[src/rtl/button_event_decoder.sv]
// button_event_decoder
// Turns a raw, bouncy, asynchronous push-button into a clean debounced level
// and classifies each gesture as a short, double or long press. Every
// classified gesture produces a one-cycle event with a 2-bit code and steps a
// wrap-around mode index that the LED pattern blocks consume directly.
module button_event_decoder #(
    parameter int unsigned DEBOUNCE_CYCLES = 250_000,
    parameter int unsigned LONG_CYCLES     = 25_000_000,
    parameter int unsigned GAP_CYCLES      = 7_500_000,
    parameter int unsigned MODE_COUNT      = 5
) (
    input  logic       clk,
    input  logic       rst,
    input  logic       btn,
    output logic       btn_level,
    output logic       event_valid,
    output logic [1:0] event_code,
    output logic [2:0] mode
);

    // Counter widths. The gesture timer has one spare bit so that it can sit
    // at its saturation value well above every threshold it is compared with.
    localparam int unsigned DB_W  = $clog2(DEBOUNCE_CYCLES) + 1;
    localparam int unsigned TMR_W = $clog2(LONG_CYCLES) + 1;

    // Thresholds are compared against the value a counter holds *before* the
    // edge, so "reached N" means the count currently reads N-1.
    localparam logic [DB_W-1:0]  DB_LAST   = DB_W'(DEBOUNCE_CYCLES - 1);
    localparam logic [TMR_W-1:0] LONG_LAST = TMR_W'(LONG_CYCLES - 1);
    localparam logic [TMR_W-1:0] GAP_LAST  = TMR_W'(GAP_CYCLES - 1);
    localparam logic [TMR_W-1:0] TMR_MAX   = '1;
    localparam logic [2:0]       MODE_LAST = 3'(MODE_COUNT - 1);

    // Event codes presented on event_code.
    localparam logic [1:0] CODE_NONE   = 2'b00;
    localparam logic [1:0] CODE_SHORT  = 2'b01;
    localparam logic [1:0] CODE_DOUBLE = 2'b10;
    localparam logic [1:0] CODE_LONG   = 2'b11;

    typedef enum logic [2:0] {
        IDLE,
        PRESS1,
        GAP,
        PRESS2,
        HOLD
    } state_t;

    logic              sync_meta;
    logic              sync_btn;
    logic [DB_W-1:0]   db_count;
    logic              db_toggle;
    logic              level_rise;
    logic              level_fall;
    state_t            state;
    logic [TMR_W-1:0]  timer;
    logic [TMR_W-1:0]  timer_inc;
    logic [2:0]        mode_up;
    logic [2:0]        mode_down;

    // Two-flop synchroniser bringing the asynchronous button into clk domain.
    always_ff @(posedge clk or posedge rst) begin
        if (rst) begin
            sync_meta <= 1'b0;
            sync_btn  <= 1'b0;
        end else begin
            sync_meta <= btn;
            sync_btn  <= sync_meta;
        end
    end

    // The debouncer flips the level on the same edge the stable count is
    // reached; the classifier uses this strobe so it reacts on that edge too.
    assign db_toggle  = (sync_btn != btn_level) && (db_count == DB_LAST);
    assign level_rise = db_toggle && !btn_level;
    assign level_fall = db_toggle &&  btn_level;

    // Debouncer: accept a new level only after it has been stable long enough.
    always_ff @(posedge clk or posedge rst) begin
        if (rst) begin
            db_count  <= '0;
            btn_level <= 1'b0;
        end else if (sync_btn == btn_level) begin
            db_count  <= '0;
        end else if (db_toggle) begin
            db_count  <= '0;
            btn_level <= ~btn_level;
        end else begin
            db_count  <= db_count + 1'b1;
        end
    end

    // Saturating increment: the timer parks at its maximum instead of
    // wrapping, so a very long hold can never look short again.
    assign timer_inc = (timer == TMR_MAX) ? timer : timer + 1'b1;

    // Wrap-around neighbours of the current mode.
    assign mode_up   = (mode == MODE_LAST) ? 3'd0 : mode + 3'd1;
    assign mode_down = (mode == 3'd0) ? MODE_LAST : mode - 3'd1;

    // Gesture classifier with registered event outputs and mode index.
    always_ff @(posedge clk or posedge rst) begin
        if (rst) begin
            state       <= IDLE;
            timer       <= '0;
            event_valid <= 1'b0;
            event_code  <= CODE_NONE;
            mode        <= 3'd0;
        end else begin
            event_valid <= 1'b0;
            event_code  <= CODE_NONE;
            case (state)
                IDLE: begin
                    if (level_rise) begin
                        state <= PRESS1;
                        timer <= '0;
                    end
                end
                PRESS1: begin
                    // The long threshold is checked first: a release landing on
                    // the very edge the hold reaches LONG_CYCLES still counts as
                    // long, and the FSM then skips HOLD since the button is gone.
                    if (timer == LONG_LAST) begin
                        event_valid <= 1'b1;
                        event_code  <= CODE_LONG;
                        mode        <= 3'd0;
                        timer       <= timer_inc;
                        state       <= level_fall ? IDLE : HOLD;
                    end else if (level_fall) begin
                        state <= GAP;
                        timer <= '0;
                    end else begin
                        timer <= timer_inc;
                    end
                end
                GAP: begin
                    // Expiry beats a simultaneous new press; that press is kept
                    // by going straight to PRESS1 with a fresh timer.
                    if (timer == GAP_LAST) begin
                        event_valid <= 1'b1;
                        event_code  <= CODE_SHORT;
                        mode        <= mode_up;
                        timer       <= '0;
                        state       <= level_rise ? PRESS1 : IDLE;
                    end else if (level_rise) begin
                        state <= PRESS2;
                        timer <= '0;
                    end else begin
                        timer <= timer_inc;
                    end
                end
                PRESS2: begin
                    // The second press length is irrelevant; only its release
                    // matters, so it can never turn into a long press.
                    if (level_fall) begin
                        event_valid <= 1'b1;
                        event_code  <= CODE_DOUBLE;
                        mode        <= mode_down;
                        state       <= IDLE;
                    end
                end
                HOLD: begin
                    if (level_fall) begin
                        state <= IDLE;
                    end
                end
                default: begin
                    state <= IDLE;
                    timer <= '0;
                end
            endcase
        end
    end

endmodule

[config.mk]
export PLATFORM = sky130hd
export DESIGN_NAME = button_event_decoder
export DESIGN_NICKNAME = d
export VERILOG_FILES = /design/src/rtl/button_event_decoder.sv
export SDC_FILE = /design/constraint.sdc
export NUM_CORES = 1
export LEC_CHECK = 0
export ABC_AREA = 1
export BUFFER_PORTS_ARGS = -buffer_cell sky130_fd_sc_hd__buf_2
export CAP_MARGIN = 20
export CORE_ASPECT_RATIO = 1.4
export CORE_UTILIZATION = 65
export DETAILED_ROUTE_END_ITERATION = 10
export GPL_TIMING_DRIVEN = 0
export PLACE_DENSITY = 0.93
export SLEW_MARGIN = 20
export SYNTH_ARGS = -nofsm -noshare
export SYNTH_HDL_FRONTEND = slang
export SYNTH_SLANG_ARGS = --single-unit
[constraint.sdc]
create_clock -name clk -period 2.5 [get_ports clk]
set_clock_uncertainty 0.05 [all_clocks]
set_input_delay 0.25 -clock clk [delete_from_list [all_inputs] [get_ports clk]]
set_output_delay 0.25 -clock clk [all_outputs]
set_load 0.02 [all_outputs]
# ---- Word level (Yosys, flattened, before mapping)
# Cells that the tools add are included.
dict set report totals {
  regBits 57
  input_bits 3
  elab_cells 78
}
dict set report op_classes {
  n_addsub 4
  eq_ne 18
  mux 32
  n_bitwise 3
  n_reduce_logical 12
}
# operator count
set ops {}
lappend ops {{$mux 26} 6}
lappend ops {{$pmux 26 s4} 1}
lappend ops {{$mux 19} 2}
lappend ops {{$mux 3} 12}
lappend ops {{$add 26x1->26 const B} 1}
lappend ops {{$eq 26x23->1 const B} 1}
lappend ops {{$eq 26x25->1 const B} 1}
lappend ops {{$eq 26x26->1 const B} 1}
lappend ops {{$add 19x1->19 const B} 1}
lappend ops {{$eq 19x18->1 const B} 1}
lappend ops {{$pmux 3 s4} 1}
lappend ops {{$pmux 3 s3} 1}
lappend ops {{$ne 2x2->1 const B} 4}
lappend ops {{$reduce_and 4->1} 2}
lappend ops {{$eq 3x2->1 const B} 2}
lappend ops {{$eq 3x3->1 const B} 2}
lappend ops {{$logic_not 3->1} 2}
lappend ops {{$ne 3x3->1 const B} 2}
lappend ops {{$pmux 2 s3} 1}
lappend ops {{$mux 1} 5}
lappend ops {{$mux 2} 2}
lappend ops {{$reduce_and 2->1} 2}
lappend ops {{$add 3x1->3 const B} 1}
lappend ops {{$eq 3x1->1 const B} 1}
lappend ops {{10 further kinds} 14}

# ---- Logic depth before layout (Yosys ltp)
# Gate-level depths: netlist of run 1.
dict set report depth {
  ltp_word 6
  mapped_depth 13
  mapped_depth_nobuf 13
}

# ---- Worst setup path before layout of run 1
# No wires, ideal clock.
dict set report synth_path {
  kind {register -> register}
  startpoint {register btn_level}
  endpoint {register timer[19]}
  setup_ns 0.123
  arrival_time_ns 1.590
  required_time_ns 2.327
  path_slack_ns 0.737
  path_stages_with_launch 12
  path_cell_list {dfrtp_1 -> inv_2 -> nand2_1 -> nand2_2 -> nand2_2 -> nor2_4 -> nand3_4 -> a21oi_4 -> buf_6 -> nand3_2 -> nand2_1 -> nor2_1}
}
dict set report synth_between {
  elab_chain_cells 6
  elab_cells_between_ends 12
  classes_between {2 x eq/ne; 5 x mux; 5 x reduce/logical}
}
# element line_no
set synth_rtl {}
lappend synth_rtl {{from (decl)} 15} ;# output logic btn_level,
lappend synth_rtl {{from (signal assigned)} 86} ;# btn_level <= ~btn_level;
lappend synth_rtl {{$ne 1x1->1} 73} ;# assign db_toggle = (sync_btn != btn_level) && (db_count == DB_LAST);
lappend synth_rtl {{$logic_and 1x1->1} 73}
lappend synth_rtl {{$logic_and 1x1->1 (on tied branches)} {74, 75}}
lappend synth_rtl {{$mux 26 (on tied branches)} {144, 128}}
lappend synth_rtl {{$mux 26 (on tied branches)} {138, 122}}
lappend synth_rtl {{$pmux 26 s4} 111} ;# case (state)
lappend synth_rtl {{to (signal assigned)} 126} ;# timer <= timer_inc;
lappend synth_rtl {{to (signal assigned)} 132} ;# timer <= timer_inc;
lappend synth_rtl {{to (signal assigned)} 148} ;# timer <= timer_inc;
lappend synth_rtl {{to (decl)} 55} ;# logic [TMR_W-1:0] timer;
# Several ways; a longest one is shown, not always the timed one.
# A chain may end at the register's enable or synchronous reset.

# ---- Worst setup path in the final report of run 1
dict set report layout_path {
  startpoint {register db_count[0]}
  endpoint {register state[2]}
}
dict set report layout_between {
  elab_chain_cells 6
  elab_cells_between_ends 12
  classes_between {5 x eq/ne; 3 x mux; 4 x reduce/logical}
}
# element line_no
set layout_rtl {}
lappend layout_rtl {{from (decl)} 50} ;# logic [DB_W-1:0] db_count;
lappend layout_rtl {{from (signal assigned)} 88} ;# db_count <= db_count + 1'b1;
lappend layout_rtl {{$eq 19x18->1 (*)} 73}
lappend layout_rtl {{$logic_and 1x1->1 (*)} 73}
lappend layout_rtl {{$logic_and 1x1->1} 75} ;# assign level_fall = db_toggle && btn_level;
lappend layout_rtl {{$mux 3} 127} ;# state <= level_fall ? IDLE : HOLD;
lappend layout_rtl {{$mux 3} 122} ;# if (timer == LONG_LAST) begin
lappend layout_rtl {{$pmux 3 s4} 111}
lappend layout_rtl {{to (signal assigned)} 127}
lappend layout_rtl {{to (signal assigned)} 143} ;# state <= level_rise ? PRESS1 : IDLE;
lappend layout_rtl {{to (decl)} 54} ;# state_t state;
# Mark *: on every way between the ends. The rest lies on a longest branch, timed or not.

==> results.md, run 1 <==
- worst-case setup margin in the final layout: 0.291 ns
- largest net degree at the start of global routing: 58
- number of flops mapped to enable cells by yosys: 0
- share of Yosys cell area claimed by the top area cell type: 35.5%
- register cell area after layout: 1430 sq um
- number of antenna violations at the first check in global routing: 0
- synth top area cells: sky130_fd_sc_hd__dfrtp_1 (36%), sky130_fd_sc_hd__nand2_1 (17%), sky130_fd_sc_hd__nand3_1 (8.1%), sky130_fd_sc_hd__nor2_1 (8.0%), sky130_fd_sc_hd__inv_1 (6.5%)
- global-route track usage on met1: 36.2%
- required time of the critical path: 2.69 ns
- count of distinct cell types in the synthesized netlist: 38
- static power due to leakage: 0.00211 uW
- number of global-route vias before repair: 4,052
- remaining antenna violation count after routing: 0
- DRC violation total after the first TritonRoute iteration: 362
- kind of cell with the highest combined delay on the critical path: simple AND/OR/NAND/NOR gates
- Worst Path Max Fanout: 10
- VDD IR-drop max: 343 uV
- clock group share of total power: 48.5%
- register bit count reported by yosys: 57
- die area: 6500 sq um
- synthesized cell area: 4020 sq um
- most numerous cell on the critical path: sky130_fd_sc_hd__nand3_1
- Fillers: 472
- number of rows created at floorplan: 33
- clock tree from TritonCTS: built
- highest-count cells in the layout ignoring fill and taps: sky130_fd_sc_hd__nand2_1 (180), sky130_fd_sc_hd__nor2_1 (86), sky130_fd_sc_hd__inv_1 (68), sky130_fd_sc_hd__nand3_1 (65), sky130_fd_sc_hd__dfrtp_1 (57)
- result of the run: finished, final reports clean
- Mapped Cells: 598
- last weighted congestion value of the routability-driven placer: 1.02
- die span in y: 95.0 microns
- leading cell type in the layout, fill and taps excluded: sky130_fd_sc_hd__nand2_1
- cell internal pwr: 1450 uW
- Layout area overhead: 9.01%
- Final Max Tran Viols: 0
- average footprint of a synthesized cell: 6.71 sq um
- Switching Power: 436 uW
- sequential element share of the synthesized area: 35.5%
- clock tree root driver cell: sky130_fd_sc_hd__clkbuf_8
- sort of element at the start of the critical path: flip-flop
- final number of setup-violating endpoints: 0
- die boundary width: 68.4 microns
- fraction of final layout cells sized beyond drive strength 1: 10.4%
- proportion of power drawn by flip-flops and latches: 49.4%
- Inserted Diodes: 0
- global routing usage summed across all routing layers: 35.9%
- met2 Usage GRT: 61.4%
- CP Class: flip-flop to flip-flop
- Worst Setup End Kind: flip-flop
- Sw Share: 23.1%
- detailed-routing iteration count for the pre-antenna-repair pass: 5
- top-level port count: 10
- finished layout cell area: 4380 sq um
- share of the clock period used by the worst path: 88.3%
- crit-path max cell delay: 0.37 ns
- classification of the worst-slack hold path: flip-flop to flip-flop
- global-route wire length before repair: 17,300 microns
- count of final hold-check violations: 0
- Max H-tree Level: 3
- Residual DRC: 0
- Ys Warns: 0
- synthesized net count: 607
- Rel. slew slack: 53.5%
- achievable frequency: 0.453 GHz
- Clock Sinks: 57
- post-detailed-placement half-perimeter wirelength: 7580 microns
- crit path cell chain: ha_1, nand3_2, inv_1, nand3_1, nor2_1, nand4_2, clkbuf_1, nand3_1, nand2_1
- cell type contributing the most total cell area after synthesis: sky130_fd_sc_hd__dfrtp_1
- average detailed-routed wire length per instance: 15.0 microns
- overflow left after global routing: 0
- number of setup buffers added after CTS: 0
- final routed wirelength across all metal layers: 10,400 microns
- post-layout minimum cycle time: 2.21 ns
- RSZ-0062 raised after global routing: false
- clock buffers created by TritonCTS: 9
- share of flip-flops with an asynchronous set or reset after synthesis: 100%
- arrival time of the worst setup path: 2.40 ns
- count of buffering cells on the critical path with inverters included: 2
- Post-DP Area: 4150 sq um
- global routing's busiest layer: met2
- clock transition at the register clock pins on the worst setup and hold paths after CTS: 0.07 ns
- number of max-capacitance violations reported: 0
- clock insertion delay at the later pin of the skew report: 0.36 ns
- area occupied by multi-input gates: 2250 sq um
- worst-case setup slack after placement: 0.371 ns
- total via count in the routed design: 4,068
- maximum buffer depth of the clock tree: 2
- Setup TNS Final: 0 ns
- prevailing post-synth register cell: sky130_fd_sc_hd__dfrtp_1
- via count normalized by instance count: 5.85
- Comb power frac: 2.1%
- layout net count: 629
- transition time at the pin with the least slew margin: 0.698 ns
- starting density of the core: 68.0%
- Global Route met3 Usage: 7.25%
- Core Box Area: 5900 sq um
- count of port buffers added during placement: 9
- Slowest cell on crit path: sky130_fd_sc_hd__dfrtp_1
- total power divided by cell area: 431 nW/um^2
==> area by class of cell <==
class                      count  area share [%]
clock inverter                 4            1.17
timing repair buffer          11            1.49
buffer                        12            1.54
sequential                    57            32.6
inverter                      72            6.23
clock buffer                  12            3.54
multi-input combinational    457            51.4
tap                           70            2.00
==> cell families (layout without fill, tap and decap cells) <==
group           Yosys count  after routing  synth area share (%)
compound gates           39             39                  5.80
simple gates            400            400                  45.8
flops                    57             57                  35.5
xor+xnor                 12             12                  2.62
buf+inv                  84            111                  8.41
fa+ha+maj                 6              6                  1.87
==> Yosys cell counts (6+ instances only) <==
cell                      count
sky130_fd_sc_hd__a21oi_1     10
sky130_fd_sc_hd__dfrtp_1     57
sky130_fd_sc_hd__ha_1         6
sky130_fd_sc_hd__inv_1       69
sky130_fd_sc_hd__nand2_1    180
sky130_fd_sc_hd__nand3_1     65
sky130_fd_sc_hd__nand3_2      6
sky130_fd_sc_hd__nand4_1     20
sky130_fd_sc_hd__nor2_1      86
sky130_fd_sc_hd__nor2_2       6
sky130_fd_sc_hd__nor3_1      15
sky130_fd_sc_hd__o21ai_0     16
sky130_fd_sc_hd__xor2_1      10
==> routing by layer <==
metal | share of wire [%] | wire length (microns)
met5 | 0 | 0
met4 | 7.4 | 772
met3 | 5.2 | 542
met2 | 51 | 5270
met1 | 37 | 3840
==> per-stage QoR <==
stage                     utilization, %  hold slack [ns]  cells  power (uW)
after detailed placement            70.3            0.289    677         988
after CTS                           74.1            0.305    695        1890
after floorplan                        -            0.231    598         976
final                               74.1            0.303    695        1890
after global routing                74.1            0.308    695        1940
after global placement              70.2            0.283    677         986
==> timing repair <==
item,in CTS,in global routing
hold buffers,2,0
endpoints found under the hold margin,58,0
endpoints found under the setup margin,0,0
gates resized for setup,0,0
==> registers in the layout, indices dropped and copies added (netlist names) <==
| register | count |
|---|---|
| timer | 26 |
| db_count | 19 |
| mode | 3 |
| state | 3 |
| event_code | 2 |
| btn_level | 1 |
| event_valid | 1 |
| sync_btn | 1 |
| sync_meta | 1 |
==> path summary, 6_finish.rpt <==
| path | startpoint | end | slack [ns] | depth (start not counted) |
|---|---|---|---|---|
| max | db_count[0] | state[2] | 0.29 | 9 |
| min | sync_meta | sync_btn | 0.30 | 0 |
| max reg2reg | db_count[0] | state[2] | 0.29 | 9 |
| min reg2reg | sync_meta | sync_btn | 0.30 | 0 |
| max in group asynchronous | rst | timer[18] | 1.42 | 3 |
| min in group asynchronous | rst | timer[14] | 0.49 | 3 |
==> power groups by stage <==
stage,logic [uW],clock network (uW),registers [uW]
CTS,41.4,918,932
global route,47.3,957,932
detailed placement,38.9,0,949
floorplan,27.6,0,948
global placement,36.8,0,949
finish,40.4,915,932
(Power assumes the default switching activity.)
==> run 2: changes to the inputs <==
--- a/config.mk
+++ b/config.mk
@@ -5,14 +5,14 @@
 export SDC_FILE = /design/constraint.sdc
 export NUM_CORES = 1
 export LEC_CHECK = 0
-export ABC_AREA = 1
 export BUFFER_PORTS_ARGS = -buffer_cell sky130_fd_sc_hd__buf_2
 export CAP_MARGIN = 20
 export CORE_ASPECT_RATIO = 1.4
 export CORE_UTILIZATION = 65
 export DETAILED_ROUTE_END_ITERATION = 10
 export GPL_TIMING_DRIVEN = 0
-export PLACE_DENSITY = 0.93
+export MAX_ROUTING_LAYER = met4
+export PLACE_DENSITY = 0.94
 export SLEW_MARGIN = 20
 export SYNTH_ARGS = -nofsm -noshare
 export SYNTH_HDL_FRONTEND = slang
==> run 2 against run 1 <==
Against the previous run: the run now ends with setup timing left; clock-buffer cell count down 3; total power up 15%; sequential share of layout area up 2.2 points; sequential power about the same; non-clock buffer count up 19; via count down 14%; synthesized area down 15%; routed wire length up 3.2%; combinational power about the same; critical path type unchanged; largest cell class unchanged.
==> results.md, run 2 <==
- arrival time of the worst setup path: 2.83 ns
- sequential element share of the synthesized area: 41.6%
- cell type contributing the most total cell area after synthesis: sky130_fd_sc_hd__dfrtp_1
- top-level port count: 10
- count of port buffers added during placement: 9
- leading cell type in the layout, fill and taps excluded: sky130_fd_sc_hd__dfrtp_1
- overflow left after global routing: 0
- result of the run: complete, but fails checks
- Rel. slew slack: 45.0%
- most flop-heavy register: timer
- VDD IR-drop max: 423 uV
- synthesized cell area: 3430 sq um
- required time of the critical path: 2.72 ns
- Setup TNS Final: -1.42 ns
- register bit count reported by yosys: 57
- detailed-routing iteration count for the pre-antenna-repair pass: 6
- area fraction in compound gates after synthesis: 15.7%
- Mapped Cells: 387
- average footprint of a synthesized cell: 8.86 sq um
- number of flops mapped to enable cells by yosys: 0
- Core Box Area: 4950 sq um
- global routing's busiest layer: met2
- Ys Warns: 0
- worst-case setup slack after placement: -0.249 ns
- sort of element at the start of the critical path: flip-flop
- post-synthesis simple-gate area fraction: 29.4%
- Fillers: 249
- achievable frequency: 0.382 GHz
- static power due to leakage: 0.00169 uW
- total power divided by cell area: 527 nW/um^2
- number of cells in the finished layout apart from fillers: 489
- number of max-capacitance violations reported: 0
- proportion of power drawn by flip-flops and latches: 42.9%
- number of rows created at floorplan: 30
- post-synthesis mux area share: 1.53%
- Sw Share: 21.7%
- combinational family with the most area after synthesis: simple AND/OR/NAND/NOR gates
- highest-count cells in the layout ignoring fill and taps: sky130_fd_sc_hd__dfrtp_1 (51), sky130_fd_sc_hd__nor2_1 (46), sky130_fd_sc_hd__nand2_1 (36), sky130_fd_sc_hd__nand3_1 (24), sky130_fd_sc_hd__a21oi_1 (24)
- Final Max Tran Viols: 0
- classification of the worst-slack hold path: flip-flop to flip-flop
- Worst Path Max Fanout: 10
- via count normalized by instance count: 7.19
- maximum buffer depth of the clock tree: 2
- global-route wire length before repair: 14,500 microns
- cell internal pwr: 1700 uW
- clock tree from TritonCTS: built
- biggest registers after layout: timer: 26 flops, db_count: 19 flops
- number of antenna violations at the first check in global routing: 0
- xor-xnor portion of the synthesized cell area: 4.34%
- final routed wirelength across all metal layers: 10,800 microns
- transition time at the pin with the least slew margin: 0.817 ns
- final core occ: 83.2%
- cell with the most instances after synthesis: sky130_fd_sc_hd__dfrtp_1
- kind of cell with the highest combined delay on the critical path: simple AND/OR/NAND/NOR gates
- Clock Sinks: 57
- count of final hold-check violations: 0
- crit path cell chain: or4b_4, nor4_4, a2111oi_4, o22ai_2, buf_6, buf_6, nand2_1, a31oi_1
- synth top area cells: sky130_fd_sc_hd__dfrtp_1 (42%), sky130_fd_sc_hd__nor2_1 (5.0%), sky130_fd_sc_hd__nand2_1 (3.9%), sky130_fd_sc_hd__nand3_1 (3.7%), sky130_fd_sc_hd__a21oi_1 (3.5%)
- clock buffers created by TritonCTS: 9
- Residual DRC: 0
- CP Class: flip-flop to flip-flop
- die span in y: 87.9 microns
- layout net count: 429
- RSZ-0062 raised after global routing: true
- adder-cell area share of the yosys netlist: 2.19%
- remaining antenna violation count after routing: 0
- prevailing post-synth register cell: sky130_fd_sc_hd__dfrtp_1
- number of cells after detailed placement: 460
- share of Yosys cell area claimed by the top area cell type: 41.6%
- DRC violation total after the first TritonRoute iteration: 540
- met2 Usage GRT: 58.3%
- number of global-route vias before repair: 3,183
- post-layout minimum cycle time: 2.62 ns
- average detailed-routed wire length per instance: 22.0 microns
- final number of setup-violating endpoints: 23
- clock tree root driver cell: sky130_fd_sc_hd__clkbuf_8
- clock group share of total power: 55.2%
- Max H-tree Level: 3
- die area: 5570 sq um
- Comb power frac: 1.8%
- starting density of the core: 69.2%
- largest net degree at the start of global routing: 58
- Global Route met3 Usage: 8.72%
- fraction of final layout cells sized beyond drive strength 1: 21.6%
- tightest hold margin: 0.323 ns
- die boundary width: 63.4 microns
- worst-case setup margin in the final layout: -0.115 ns
- total via count in the routed design: 3,514
- global-route track usage on met1: 37.9%
- most numerous cell on the critical path: sky130_fd_sc_hd__buf_6
- Inserted Diodes: 0
- post-detailed-placement half-perimeter wirelength: 5650 microns
- crit-path max cell delay: 0.57 ns
- Worst Setup End Kind: flip-flop
- Largest register FFs: 26
- synthesized net count: 396
- Switching Power: 473 uW
- most numerous cell types in the synthesized netlist: sky130_fd_sc_hd__dfrtp_1 (57), sky130_fd_sc_hd__nor2_1 (46), sky130_fd_sc_hd__nand2_1 (36)
- count of distinct cell types in the synthesized netlist: 56
- Slowest cell on crit path: sky130_fd_sc_hd__or4b_4
- last weighted congestion value of the routability-driven placer: 0.983
- clock insertion delay at the later pin of the skew report: 0.37 ns
- clock transition at the register clock pins on the worst setup and hold paths after CTS: 0.08 ns
- count of buffering cells on the critical path with inverters included: 2
- share of flip-flops with an asynchronous set or reset after synthesis: 100%
- share of the clock period used by the worst path: 105%
- violated checks: setup timing
- global routing usage summed across all routing layers: 35.3%
- Layout area overhead: 20.3%
## run 2: cell types whose count changed after synthesis, sizes merged, moves of 12 or more
| cell | delta |
|---|---|
| nand2 | -150 |
| inv | -57 |
| nor2 | -51 |
| nand3 | -47 |
| a31oi | +18 |
| a21oi | +13 |
| nor4 | +12 |
## run 2: through the flow
stage	power, uW	instance area (sq um)
after detailed placement	985	3550
after CTS	2140	3890
after global placement	982	3550
after global routing	2210	4120
final	2170	4120
after floorplan	973	3430
## run 2: cell type report
type                    instances  area [sq um]  share of cell area, %
inverters                      15          58.8                   1.43
plain buffers                  18           126                   3.07
clock buffers                   9           124                   3.00
well taps                      64          80.1                   1.94
multi-input cells             295          1970                   47.7
repair buffers                 24           191                   4.64
flip-flops and latches         57          1430                   34.8
clock inverters                 7           141                   3.43
## run 2: layer usage
| layer | wire length (microns) | part of all wire (%) | up-vias |
|---|---|---|---|
| met5 | 0 | 0 | - |
| met3 | 1080 | 10 | 95 |
| met4 | 785 | 7.3 | 0 |
| met2 | 5030 | 47 | 294 |
| li1 | - | - | 1487 |
| met1 | 3860 | 36 | 1638 |
## run 2: power by group through the flow
stage | Clock [uW] | Combinational, uW | Sequential (uW)
after global placement | 0 | 33.1 | 949
final | 1200 | 40.1 | 933
after floorplan | 0 | 25.0 | 948
after CTS | 1170 | 38.4 | 932
after detailed placement | 0 | 35.3 | 950
after global routing | 1230 | 45.5 | 934
## run 2: worst paths after layout
check | from | endpoint | slack (ns) | depth (start not counted)
setup / recovery | timer[7] | timer[19] | -0.12 | 8
hold / removal | sync_meta | sync_btn | 0.32 | 0
setup reg to reg | timer[7] | timer[19] | -0.12 | 8
hold reg to reg | sync_meta | sync_btn | 0.32 | 0
max in group asynchronous | rst | timer[7] | 1.41 | 3
min in group asynchronous | rst | db_count[7] | 0.50 | 3
## run 2: cells by family after synthesis
family / after synthesis
flops: 57
compound gates: 80
mux: 5
fa+ha+maj: 6
buf+inv: 35
xor+xnor: 17
simple gates: 187
## run 2: timing repair
action,4_1_cts,5_1_grt
buffers inserted,2,10
setup endpoints to repair,36,36
resized for setup,9,35
cloned,0,1
hold buffers,2,0
pin swaps,1,7
endpoints found under the hold margin,58,0
==> run 3: changes to the inputs <==
--- a/config.mk
+++ b/config.mk
@@ -8,11 +8,11 @@
 export BUFFER_PORTS_ARGS = -buffer_cell sky130_fd_sc_hd__buf_2
 export CAP_MARGIN = 20
 export CORE_ASPECT_RATIO = 1.4
-export CORE_UTILIZATION = 65
+export CORE_UTILIZATION = 55
 export DETAILED_ROUTE_END_ITERATION = 10
 export GPL_TIMING_DRIVEN = 0
 export MAX_ROUTING_LAYER = met4
-export PLACE_DENSITY = 0.94
+export PLACE_DENSITY = 0.83
 export SLEW_MARGIN = 20
 export SYNTH_ARGS = -nofsm -noshare
 export SYNTH_HDL_FRONTEND = slang
==> run 3 against run 2 <==
Against the previous run: the flow still finishes with violations (setup timing); register-to-register slack better by 0.05 ns; die area is 18% higher; clock power is 28% lower; non-clock buffer count is 1 lower; combinational power is 9.5% lower.
==> results.md, run 3 (synthesized netlist as in run 2, its figures left out) <==
- result of the run: complete, but fails checks
- violated checks: setup timing
- proportion of power drawn by flip-flops and latches: 50.8%
- clock tree from TritonCTS: built
- Slowest cell on crit path: sky130_fd_sc_hd__or4_4
- most flop-heavy register: timer
- worst-case setup margin in the final layout: -0.0616 ns
- Post-DP Area: 3560 sq um
- finished layout cell area: 4130 sq um
- area occupied by multi-input gates: 2010 sq um
- die span in y: 95.4 microns
- post-detailed-placement half-perimeter wirelength: 5550 microns
- final number of setup-violating endpoints: 15
- clock tree root driver cell: sky130_fd_sc_hd__clkbuf_8
- Largest register FFs: 26
- global routing's busiest layer: met2
- final routed wirelength across all metal layers: 9100 microns
- achievable frequency: 0.390 GHz
- post-layout minimum cycle time: 2.56 ns
- largest net degree at the start of global routing: 58
- required time of the critical path: 2.73 ns
- highest-count cells in the layout ignoring fill and taps: sky130_fd_sc_hd__dfrtp_1 (53), sky130_fd_sc_hd__nor2_1 (46), sky130_fd_sc_hd__nand2_1 (34), sky130_fd_sc_hd__nand3_1 (24), sky130_fd_sc_hd__a21oi_1 (21)
- global routing usage summed across all routing layers: 28.5%
- fraction of final layout cells sized beyond drive strength 1: 22.6%
- Rel. slew slack: 53.9%
- Residual DRC: 0
- setup slack of the most critical reg-to-reg path: -0.06 ns
- Sw Share: 23.9%
- count of final hold-check violations: 0
- count of port buffers added during placement: 9
- Layout area overhead: 20.4%
- static power due to leakage: 0.00168 uW
- crit-path max cell delay: 0.50 ns
- Comb power frac: 2.0%
- kind of cell with the highest combined delay on the critical path: simple AND/OR/NAND/NOR gates
- Max H-tree Level: 3
- Global Route met3 Usage: 5.74%
- crit path cell chain: buf_6, or4_4, nor4_4, buf_4, a2111oi_4, o22ai_2, buf_6, buf_8, o21ai_1, a31oi_1
- share of the clock period used by the worst path: 102%
- Clock Sinks: 57
- Fillers: 417
- total power divided by cell area: 444 nW/um^2
- transition time at the pin with the least slew margin: 0.691 ns
- Inserted Diodes: 0
- count of buffering cells on the critical path with inverters included: 4
- sort of element at the start of the critical path: flip-flop
- CP Class: flip-flop to flip-flop
- last weighted congestion value of the routability-driven placer: 0.923
- Core Box Area: 5950 sq um
- number of cells in the finished layout apart from fillers: 494
- number of global-route vias before repair: 2,879
- leading cell type in the layout, fill and taps excluded: sky130_fd_sc_hd__dfrtp_1
- classification of the worst-slack hold path: flip-flop to flip-flop
- RSZ-0062 raised after global routing: true
- total via count in the routed design: 3,314
- met2 Usage GRT: 45.8%
- clock insertion delay at the later pin of the skew report: 0.35 ns
- starting density of the core: 57.6%
- average detailed-routed wire length per instance: 18.4 microns
- clock buffers created by TritonCTS: 9
- arrival time of the worst setup path: 2.79 ns
- via count normalized by instance count: 6.71
- die area: 6560 sq um
- die boundary width: 68.7 microns
- tightest hold margin: 0.306 ns
- most numerous cell on the critical path: sky130_fd_sc_hd__buf_6
- cell internal pwr: 1390 uW
- Worst Path Max Fanout: 8
- global-route wire length before repair: 13,500 microns
- number of cells after detailed placement: 466
- number of antenna violations at the first check in global routing: 0
- Worst Setup End Kind: flip-flop
- overflow left after global routing: 0
- global-route track usage on met1: 32.6%
- clock group share of total power: 47.2%
- clock transition at the register clock pins on the worst setup and hold paths after CTS: 0.08 ns
- detailed-routing iteration count for the pre-antenna-repair pass: 5
- layout net count: 428
- VDD IR-drop max: 372 uV
- remaining antenna violation count after routing: 0
- biggest registers after layout: timer: 26 flops, db_count: 19 flops
- Switching Power: 439 uW
- top-level port count: 10
- register cell area after layout: 1430 sq um
- number of max-capacitance violations reported: 0
- DRC violation total after the first TritonRoute iteration: 345
- maximum buffer depth of the clock tree: 2
- number of rows created at floorplan: 33
- Final Max Tran Viols: 0
run 3: cell types whose count changed in the layout (fill, tap and decap cells not counted), sizes merged:
| cell | delta |
|---|---|
| bufinv | -3 |
| clkinv | +3 |
| buf | -2 |
| clkbuf | +1 |
run 3: final timing paths:
kind                       startpoint         to  cells after the start
setup / recovery             timer[8]   timer[5]                     10
hold / removal              sync_meta   sync_btn                      0
setup reg to reg             timer[8]   timer[5]                     10
hold reg to reg             sync_meta   sync_btn                      0
max in group asynchronous         rst  timer[22]                      3
min in group asynchronous         rst  sync_meta                      3
run 3: routing by layer:
metal | vias up | routed length [microns]
met5 | - | 0
met2 | 166 | 4470
met1 | 1603 | 3570
met3 | 62 | 576
li1 | 1483 | -
met4 | 0 | 485
run 3: stage by stage:
stage	utilization (%)	power (uW)	TNS, ns	setup slack (ns)
floorplan	-	973	0	0.263
global placement	59.9	983	-4.52	-0.274
detailed placement	59.9	984	-5.37	-0.300
CTS	64.8	1840	-0.000824	-0.000824
global route	69.4	1880	-2.29	-0.142
finish	69.4	1830	-0.443	-0.0616
run 3: final cells by class:
cell class	instances	share of cell area [%]
timing repair buffer	24	5.24
clock inverter	7	1.70
multi-input combinational	295	48.6
buffer	17	3.24
inverter	15	1.42
tap	70	2.12
sequential	57	34.7
clock buffer	9	3.00
run 3: timing repair:
item                                    4_1_cts  5_1_grt
setup buffers                                 2        7
endpoints found under the setup margin       36       37
cloned                                        0        4
endpoints found under the hold margin        54        0
pin swaps                                     2       12
hold buffers                                  2        0
resized for setup                            12       38
run 3: worst register-to-register path, stage by stage, from the launching register on:
cell	delay (ns)
sky130_fd_sc_hd__dfrtp_1	0.38
sky130_fd_sc_hd__buf_6	0.14
sky130_fd_sc_hd__or4_4	0.50
sky130_fd_sc_hd__nor4_4	0.26
sky130_fd_sc_hd__buf_4	0.19
sky130_fd_sc_hd__a2111oi_4	0.08
sky130_fd_sc_hd__o22ai_2	0.26
sky130_fd_sc_hd__buf_6	0.24
sky130_fd_sc_hd__buf_8	0.15
sky130_fd_sc_hd__o21ai_1	0.07
sky130_fd_sc_hd__a31oi_1	0.18
run 3: power groups by stage:
| stage | Combinational (uW) | Clock, uW | Sequential (uW) |
|---|---|---|---|
| after global routing | 43.6 | 905 | 932 |
| after CTS | 38.3 | 869 | 932 |
| final | 36.3 | 866 | 932 |
| after global placement | 33.7 | 0 | 949 |
| after floorplan | 25.0 | 0 | 948 |
| after detailed placement | 34.8 | 0 | 949 |
